===== src/rtl/seq_pkg.sv =====
// Shared types and data-memory map for the job sequencer.
`timescale 1ns/1ps
package seq_pkg;

    typedef enum logic [1:0] {
        ProgIllegal = 2'd0,
        ProgRecip   = 2'd1,
        ProgDiv     = 2'd2,
        ProgSqrt    = 2'd3
    } prog_e;

    typedef enum logic [2:0] {
        StIdle, StLoad, StLaunch, StWait, StRead, StResp
    } state_e;

    localparam logic [7:0] AddrDivOpaHi  = 8'd0;
    localparam logic [7:0] AddrDivOpaLo  = 8'd1;
    localparam logic [7:0] AddrDivOpb    = 8'd2;
    localparam logic [7:0] AddrDivRes2   = 8'd4;
    localparam logic [7:0] AddrDivRes1   = 8'd5;
    localparam logic [7:0] AddrDivRes0   = 8'd6;
    localparam logic [7:0] AddrRcpOpaHi  = 8'd8;
    localparam logic [7:0] AddrRcpOpaLo  = 8'd9;
    localparam logic [7:0] AddrRcpResHi  = 8'd10;
    localparam logic [7:0] AddrRcpResLo  = 8'd11;
    localparam logic [7:0] AddrSqrtOpaHi = 8'd13;
    localparam logic [7:0] AddrSqrtOpaLo = 8'd14;
    localparam logic [7:0] AddrSqrtRes   = 8'd15;

    function automatic logic [1:0] load_len(prog_e p);
        logic [1:0] n;
        n = 2'd0;
        case (p)
            ProgRecip, ProgSqrt: n = 2'd2;
            ProgDiv:             n = 2'd3;
            default:             n = 2'd0;
        endcase
        return n;
    endfunction

    function automatic logic [1:0] read_len(prog_e p);
        logic [1:0] n;
        n = 2'd0;
        case (p)
            ProgRecip: n = 2'd2;
            ProgDiv:   n = 2'd3;
            ProgSqrt:  n = 2'd1;
            default:   n = 2'd0;
        endcase
        return n;
    endfunction

    function automatic logic [7:0] load_addr(prog_e p, logic [1:0] i);
        logic [7:0] a;
        a = 8'd0;
        case (p)
            ProgRecip: a = i[0] ? AddrRcpOpaLo : AddrRcpOpaHi;
            ProgDiv:   a = (i == 2'd0) ? AddrDivOpaHi : (i == 2'd1) ? AddrDivOpaLo : AddrDivOpb;
            ProgSqrt:  a = i[0] ? AddrSqrtOpaLo : AddrSqrtOpaHi;
            default:   a = 8'd0;
        endcase
        return a;
    endfunction

    // Operand bytes go out big-endian; only the divide job carries OPB.
    function automatic logic [7:0] load_byte(logic [1:0] i, logic [15:0] opa, logic [7:0] opb);
        logic [7:0] d;
        d = 8'd0;
        case (i)
            2'd0:    d = opa[15:8];
            2'd1:    d = opa[7:0];
            default: d = opb;
        endcase
        return d;
    endfunction

    function automatic logic [7:0] read_addr(prog_e p, logic [1:0] i);
        logic [7:0] a;
        a = 8'd0;
        case (p)
            ProgRecip: a = i[0] ? AddrRcpResLo : AddrRcpResHi;
            ProgDiv:   a = (i == 2'd0) ? AddrDivRes2 : (i == 2'd1) ? AddrDivRes1 : AddrDivRes0;
            ProgSqrt:  a = AddrSqrtRes;
            default:   a = 8'd0;
        endcase
        return a;
    endfunction

endpackage


===== src/rtl/seq_watchdog.sv =====
// Cycle counter for the WAIT state; expire marks the last permitted wait cycle.
`timescale 1ns/1ps
module seq_watchdog #(
    parameter int unsigned TIMEOUT = 65535
) (
    input  logic clk,
    input  logic rst_n,
    input  logic clear,
    input  logic enable,
    output logic expire
);

    logic [15:0] count_q;

    always_ff @(posedge clk or negedge rst_n) begin
        if (!rst_n) begin
            count_q <= '0;
        end else if (clear) begin
            count_q <= '0;
        end else if (enable) begin
            count_q <= count_q + 16'd1;
        end
    end

    assign expire = enable && (count_q == 16'(TIMEOUT - 1));

endmodule


===== src/rtl/job_sequencer.sv =====
// Loads operands into core data memory, launches the core, collects the result.
// Optional SEQ_ZERO_TRAP_EN answers zero-operand jobs directly without running the core.
`timescale 1ns/1ps
module job_sequencer
    import seq_pkg::*;
#(
    parameter int unsigned START_CYCLES = 2,
    parameter int unsigned TIMEOUT      = 65535
) (
    input  logic        CLK,
    input  logic        RESET_N,
    input  logic        REQ_VALID,
    output logic        REQ_READY,
    input  logic [1:0]  REQ_PROG,
    input  logic [15:0] REQ_OPA,
    input  logic [7:0]  REQ_OPB,
    output logic        RSP_VALID,
    input  logic        RSP_READY,
    output logic [1:0]  RSP_PROG,
    output logic [23:0] RSP_DATA,
    output logic        RSP_ERR,
    output logic        RSP_TIMEOUT,
    output logic        MEM_WE,
    output logic [7:0]  MEM_ADDR,
    output logic [7:0]  MEM_WDATA,
    input  logic [7:0]  MEM_RDATA,
    output logic        START,
    input  logic        DONE
);

    state_e      state_q;
    prog_e       prog_q;
    prog_e       req_prog;
    logic [15:0] opa_q;
    logic [7:0]  opb_q;
    logic [1:0]  idx_q;
    logic [3:0]  start_cnt_q;
    logic        expire;
    logic        trap;
    logic [23:0] trap_data;

    assign req_prog  = prog_e'(REQ_PROG);
    assign REQ_READY = (state_q == StIdle);

`ifdef SEQ_ZERO_TRAP_EN
    always_comb begin
        trap      = 1'b0;
        trap_data = '0;
        case (req_prog)
            ProgRecip: begin trap = (REQ_OPA == 16'd0); trap_data = 24'h00FFFF; end
            ProgDiv:   begin trap = (REQ_OPB == 8'd0);  trap_data = 24'hFFFFFF; end
            ProgSqrt:  begin trap = (REQ_OPA == 16'd0); trap_data = 24'h000000; end
            default:   begin trap = 1'b0;               trap_data = '0;          end
        endcase
    end
`else
    assign trap      = 1'b0;
    assign trap_data = '0;
`endif

    seq_watchdog #(
        .TIMEOUT(TIMEOUT)
    ) u_watchdog (
        .clk   (CLK),
        .rst_n (RESET_N),
        .clear (state_q != StWait),
        .enable(state_q == StWait),
        .expire(expire)
    );

    always_ff @(posedge CLK or negedge RESET_N) begin
        if (!RESET_N) begin
            state_q     <= StIdle;
            prog_q      <= ProgIllegal;
            opa_q       <= '0;
            opb_q       <= '0;
            idx_q       <= '0;
            start_cnt_q <= '0;
            START       <= 1'b0;
            MEM_WE      <= 1'b0;
            MEM_ADDR    <= '0;
            MEM_WDATA   <= '0;
            RSP_VALID   <= 1'b0;
            RSP_DATA    <= '0;
            RSP_PROG    <= '0;
            RSP_ERR     <= 1'b0;
            RSP_TIMEOUT <= 1'b0;
        end else begin
            unique case (state_q)
                StIdle: if (REQ_VALID) begin
                    prog_q      <= req_prog;
                    opa_q       <= REQ_OPA;
                    opb_q       <= REQ_OPB;
                    RSP_PROG    <= REQ_PROG;
                    RSP_ERR     <= 1'b0;
                    RSP_TIMEOUT <= 1'b0;
                    RSP_DATA    <= '0;
                    if (req_prog == ProgIllegal) begin
                        RSP_VALID <= 1'b1;
                        RSP_ERR   <= 1'b1;
                        state_q   <= StResp;
                    end else if (trap) begin
                        RSP_VALID <= 1'b1;
                        RSP_DATA  <= trap_data;
                        state_q   <= StResp;
                    end else begin
                        MEM_WE    <= 1'b1;
                        MEM_ADDR  <= load_addr(req_prog, 2'd0);
                        MEM_WDATA <= load_byte(2'd0, REQ_OPA, REQ_OPB);
                        idx_q     <= 2'd1;
                        state_q   <= StLoad;
                    end
                end
                StLoad: begin
                    if (idx_q == load_len(prog_q)) begin
                        MEM_WE      <= 1'b0;
                        MEM_ADDR    <= '0;
                        MEM_WDATA   <= '0;
                        START       <= 1'b1;
                        start_cnt_q <= 4'd1;
                        state_q     <= StLaunch;
                    end else begin
                        MEM_ADDR  <= load_addr(prog_q, idx_q);
                        MEM_WDATA <= load_byte(idx_q, opa_q, opb_q);
                        idx_q     <= idx_q + 2'd1;
                    end
                end
                StLaunch: begin
                    if (start_cnt_q == 4'(START_CYCLES)) begin
                        START       <= 1'b0;
                        start_cnt_q <= '0;
                        state_q     <= StWait;
                    end else begin
                        start_cnt_q <= start_cnt_q + 4'd1;
                    end
                end
                StWait: begin
                    // DONE takes priority over a simultaneous expiry.
                    if (DONE) begin
                        MEM_ADDR <= read_addr(prog_q, 2'd0);
                        idx_q    <= 2'd1;
                        RSP_DATA <= '0;
                        state_q  <= StRead;
                    end else if (expire) begin
                        RSP_VALID   <= 1'b1;
                        RSP_TIMEOUT <= 1'b1;
                        RSP_DATA    <= 24'hFFFFFF;
                        state_q     <= StResp;
                    end
                end
                StRead: begin
                    RSP_DATA <= {RSP_DATA[15:0], MEM_RDATA};
                    if (idx_q == read_len(prog_q)) begin
                        MEM_ADDR  <= '0;
                        RSP_VALID <= 1'b1;
                        state_q   <= StResp;
                    end else begin
                        MEM_ADDR <= read_addr(prog_q, idx_q);
                        idx_q    <= idx_q + 2'd1;
                    end
                end
                StResp: begin
                    // One dead cycle after the handshake keeps REQ_READY off the RSP_VALID edge.
                    if (RSP_VALID) begin
                        if (RSP_READY) RSP_VALID <= 1'b0;
                    end else begin
                        idx_q   <= '0;
                        state_q <= StIdle;
                    end
                end
                default: state_q <= StIdle;
            endcase
        end
    end

endmodule


===== config.mk =====
export PLATFORM = sky130hd
export DESIGN_NAME = job_sequencer
export DESIGN_NICKNAME = d
export VERILOG_FILES = /design/src/rtl/seq_pkg.sv /design/src/rtl/seq_watchdog.sv /design/src/rtl/job_sequencer.sv
export SDC_FILE = /design/constraint.sdc
export NUM_CORES = 1
export LEC_CHECK = 0
export CAP_MARGIN = 20
export CORE_MARGIN = 2
export CORE_UTILIZATION = 45
export CTS_BUF_LIST = sky130_fd_sc_hd__clkbuf_16
export CTS_CLUSTER_DIAMETER = 100
export DETAILED_ROUTE_END_ITERATION = 16
export MAX_ROUTING_LAYER = met4
export PLACE_DENSITY = 0.78
export SLEW_MARGIN = 10
export SYNTH_ARGS = -nofsm -noshare
export SYNTH_HDL_FRONTEND = slang
export SYNTH_HIERARCHICAL = 1
export SYNTH_SLANG_ARGS = --single-unit

===== constraint.sdc =====
create_clock -name CLK -period 2.5 [get_ports CLK]
set_input_delay 0.75 -clock CLK [delete_from_list [all_inputs] [get_ports CLK]]
set_output_delay 0.75 -clock CLK [all_outputs]
set_load 0.05 [all_outputs]

# == Word-level counts from Yosys, hierarchy flattened ==
# Index checks and enable logic that the tools add are counted.
# totals
ff_bits,96
input_bits,39
out_inout_bits,48
wordCells,140
# op_classes
add_sub_neg,3
n_eq_ne,29
muxes,69
reduce_logical,24
# op_table
op,n
24-bit 2-to-1 mux,3
24-bit one-hot mux with 3 select lines,1
8-bit 2-to-1 mux,6
4-bit one-hot mux with 3 select lines,3
16-bit 2-to-1 mux,2
8-bit one-hot mux with 2 select lines,2
8-bit one-hot mux with 4 select lines,1
2-bit 2-to-1 mux,13
3-bit 2-to-1 mux,8
"2-bit inequality test, second input constant",11
3-bit one-hot mux with 6 select lines,1
"16-bit by 1-bit adder with 16-bit output, second input constant",1
"16-bit equality test, second input constant",1
1-bit 2-to-1 mux,16
4-bit 2-to-1 mux,4
4-bit one-hot mux with 2 select lines,2
4-bit AND reduction,3
6-bit AND reduction,2
2-bit one-hot mux with 5 select lines,1
3-bit AND reduction,3
2-bit nonzero test,4
4-bit nonzero test,2
7-bit AND reduction,1
"2-bit by 1-bit equality test with 1-bit output, second input constant",3
22 further kinds,31

# == Depth between registers and ports, before layout ==
# depth
depth_word,7
depth_mapped,13

# == Modules after synthesis ==
# Netlist, hierarchy kept.
# modules_own_cells
mod,instances,cells_each,area_each_um2,seq_area_each_um2
job_sequencer,1,438,3827.4,1901.8
seq_watchdog,1,85,844.6,400.4

# == Worst setup path before layout ==
# No wires, ideal clock.
# synth_timing
path_kind,reg2reg
startpoint,reg state_q[0]
endpoint,reg RSP_DATA[0]
setup_time_ps,126
arrival_ps,2203
required_ps,2374
path_slack_ps,171
stages_incl_launch_ff,14
path_buffers,4
cell_sequence,dfrtp_1 buf_4 and2b_1 nand2_1 inv_1 buf_2 nand3_1 nor4_1 nor2_1 a31oi_1 o22a_1 buf_2 buf_2 a21oi_1
# synth_between
elab_chain_len,4
word_cells_on_any_way,9
classes_between,eq/ne: 4; mux: 1; reduce/logical: 4
# synth_rtl
item,line_no,rtl
start: declaration,job_sequencer.sv:31,state_e state_q;
start signal: assignment,job_sequencer.sv:73,state_q <= StIdle;
start signal: assignment,job_sequencer.sv:101,state_q <= StResp;
start signal: assignment,job_sequencer.sv:105,state_q <= StResp;
3-bit by 2-bit equality test with 1-bit output,job_sequencer.sv:67,".enable(state_q == StWait),"
1-bit logical AND,seq_watchdog.sv:25,assign expire = enable && (count_q == 16'(TIMEOUT - 1));
via expire,job_sequencer.sv:38,logic expire;
3-bit inequality test (no line),-,
3-bit AND reduction (no line),-,
end signal: assignment,job_sequencer.sv:104,RSP_DATA <= trap_data;
end signal: assignment,job_sequencer.sv:152,"RSP_DATA <= {RSP_DATA[15:0], MEM_RDATA};"
end: declaration,job_sequencer.sv:20,"output logic [23:0] RSP_DATA,"
# The timed path passes the listed nets, and every way through them passes these cells.
# A chain may end at the register's enable or synchronous reset.

==> impl_metrics.yaml <==
cells_and_area:
  n_antenna_cell: 0
  fin_area_um2: 6050
  layout.nets: 664
  postLayoutCoreUtil_pct: 59.4
  seq_area_um2: 2300
  drive_above_1_share_pct: 9.39
  multi_input_area_um2: 2170
  area_growth_syn_to_layout_pct: 29.6
  nFillCells: 873
routing:
  wl_met2_um: 5780
  met1_length_um: 5380
  wirelength_um: 11700
  topRoutingLayerUsed: "met4"
  drtIter0Drc: 235
  dr.pass1.iters: 4
  wl_met3_um: 375
  via_per_inst: 5.47
  vias: 4123
  wl_per_cell_um: 15.6
  ant_nets: 0
  drc: 0
clock_network:
  cts_buffers: 9
  cts_tree: "yes"
  cts.clk_slew.worst_paths_ns: 0.07
  htree_levels: 3
  cts_root_buf: "clkbuf_16"
  cts_hold_buffers: 0
  clockBufferDepth: 2
  postCtsSetupBuffers: 0
  clock_latency_ns: 0.34
  ctsResizeCount: 0
  clock_sinks: 92
setup_path:
  cpPeakStageDelay_ns: 0.84
  cp.arrival_ns: 1.61
  r2r_cells: 10
  r2r-end: "RSP_DATA[23]$_DFFE_PN0P_"
  reg2reg_slack_ns: 0.16
  crit_required_ns: 1.75
  criticalPathCategory: "flip-flop to output pin"
  slowest_stage: "clkdlybuf4s50_1"
  critPathBufInv: 1
  crit_path_end_kind: "output pin"
  path_max_fanout: 7
  path_cells: "clkdlybuf4s50_1"
  startpoint_type: "flip-flop"
  r2r-start: "u_watchdog/count_q[7]$_DFFE_PN0P_"
  critical_path.top_delay_family: "buffers and inverters"
logic_synthesis:
  synthCells: 523
  yosys.area.top_type: "dfrtp_1"
  synth_ff_type: "dfrtp_1"
  synth-async-reset-ratio_pct: 100
  synth_edf_count: 0
  yosys-top-cells-area: "dfrtp_1, nand2_1, a21oi_1"
  ys_warn_count: 6
  synth-seq-area-share_pct: 49.3
  synthTopCellsByCount: "nand2_1, dfrtp_1, a21oi_1"
  synth_seq_cells: 92
  synth.avg_cell_area_um2: 8.93
  syn_area_um2: 4670
  synth_top_area_share_pct: 49.3
  ys_types: 58
  synth_most_common_cell: "nand2_1"
die:
  io_pins: 87
  die_area_um2: 11200
  start_util_pct: 45.9
  coreArea_um2: 10200
  num_rows: 37
  die_y_um: 106
  dieWidth_um: 106
timing:
  hold_slack_ns: 0.281
  relSlewSlack_pct: 63.9
  setup_viol: 0
  period_needed_ns: 2.36
  hold_viol: 0
  period_share_pct: 94.6
  worst_pin_slew_ns: 0.539
  finClkSkew_ns: 0.00700
  clock.fmax_mhz: 423
  timing_max_transition_violations_final: 0
  rsz0062_at_grt: "no"
  setup_tns_ns: 0
pwr:
  pwr_density_cell_nw_per_um2: 1390
  p_leak_nw: 2.65
  p_total_mw: 8.43
  ir_drop_mv: 0.816
place:
  dpl.hpwl_um: 8370
  postPlaceCellArea_um2: 5730
  io_buffers: 82
  place_congestion: 0.910
run:
  cap_violations: 0
grt:
  grt.overflow.total: 0
  grt_pass1_vias: 3957
  grt_antenna_before_repair: 0
  grt_max_degree: 49
  grt_pass1_wl_um: 19300
  grtUsageTotal_pct: 21.9
hold_path:
  hold_path_class: "input pin to async pin"
outcome:
  status: "finished clean"
-- cell families after synthesis --
logic type	synth area share, %
AOI/OAI and AO/OA	18.7
xor gates and xnor gates	3.19
adders and majority gates	3.21
buffers and inverters	4.63
DFF	49.3
muxes	0.241
other	0.0803
and+or+nand+nor	20.7
-- how the worst max path moves through the flow --
stage / endpoint / slack (ns) / cells past startpoint / from
2_1_floorplan: RSP_DATA[0]$_DFFE_PN0P_ / 0.17 / 13 / state_q[0]$_DFFE_PN0P_
3_3_place_gp: MEM_ADDR[1]$_DFFE_PN0P_ / -0.02 / 7 / REQ_VALID
3_5_place_dp: MEM_ADDR[1]$_DFFE_PN0P_ / -0.01 / 7 / REQ_VALID
4_1_cts: RSP_DATA[9]$_DFFE_PN0P_ / 0.10 / 10 / u_watchdog/count_q[6]$_DFFE_PN0P_
5_1_grt: RSP_DATA[9]$_DFFE_PN0P_ / 0.007 / 10 / u_watchdog/count_q[7]$_DFFE_PN0P_
6_report: RSP_PROG[1] / 0.14 / 1 / prog_q[1]$_DFFE_PN0P_
-- cells in the final DEF (no fill, tap or decap), types with 2 or more instances in the layout --
cell	n
o41ai_1	2
a31oi_1	3
ha_1	12
buf_12	3
a22o_1	2
nor3_1	8
or4_1	2
nor3b_1	2
clkinv_2	3
nand4_1	4
xnor2_1	9
o21ai_0	21
a22oi_1	9
or3_1	6
xor2_1	8
inv_1	15
nand2_1	107
a221o_1	5
clkdlybuf4s50_1	80
and2_1	2
o31ai_1	3
nand4_4	2
o22ai_1	4
dfrtp_1	91
nand2b_1	6
buf_4	25
nand3_1	7
conb_1	4
a21oi_1	77
nor2_1	50
clkbuf_16	10
o211ai_1	4
o2bb2ai_1	2
a211oi_1	2
-- report_power, final --
group          internal, mW  switching, mW
clock network         0.762          0.551
logic                  1.73           2.91
registers              2.07          0.409
total                  4.56           3.87
-- per-stage QoR --
step | cells | setup WS, ns
2_1_floorplan | 526 | 0.171
3_3_place_gp | 737 | -0.0153
3_5_place_dp | 737 | -0.0124
4_1_cts | 753 | 0.101
5_1_grt | 754 | 0.00651
6_report | 754 | 0.135
-- cell type report --
cell class	count	area share, %
Clock buffer	9	3.72
Clock inverter	7	0.992
Inverter	13	0.806
Multi-Input combinational cell	388	35.9
Sequential cell	92	38.1
Tap cell	136	2.81
Timing Repair Buffer	109	17.7
-- sequential cells by signal, summed over array words and instances, names as in the netlist, 2 cells and up --
| signal | cells |
|---|---|
| state_q | 3 |
| opb_q | 8 |
| prog_q | 2 |
| start_cnt_q | 4 |
| MEM_WDATA | 8 |
| u_watchdog/count_q | 16 |
| RSP_DATA | 24 |
| opa_q | 16 |
| idx_q | 2 |
| MEM_ADDR | 4 |
-- per-layer routing --
layer  track usage (%)  vias up
met3              2.70       15
met5                 -        -
met4              8.46        0
met2              33.4      106
li1                  -     1982
met1              30.3     2020
Note: power is estimated with default switching activity, not from simulation.
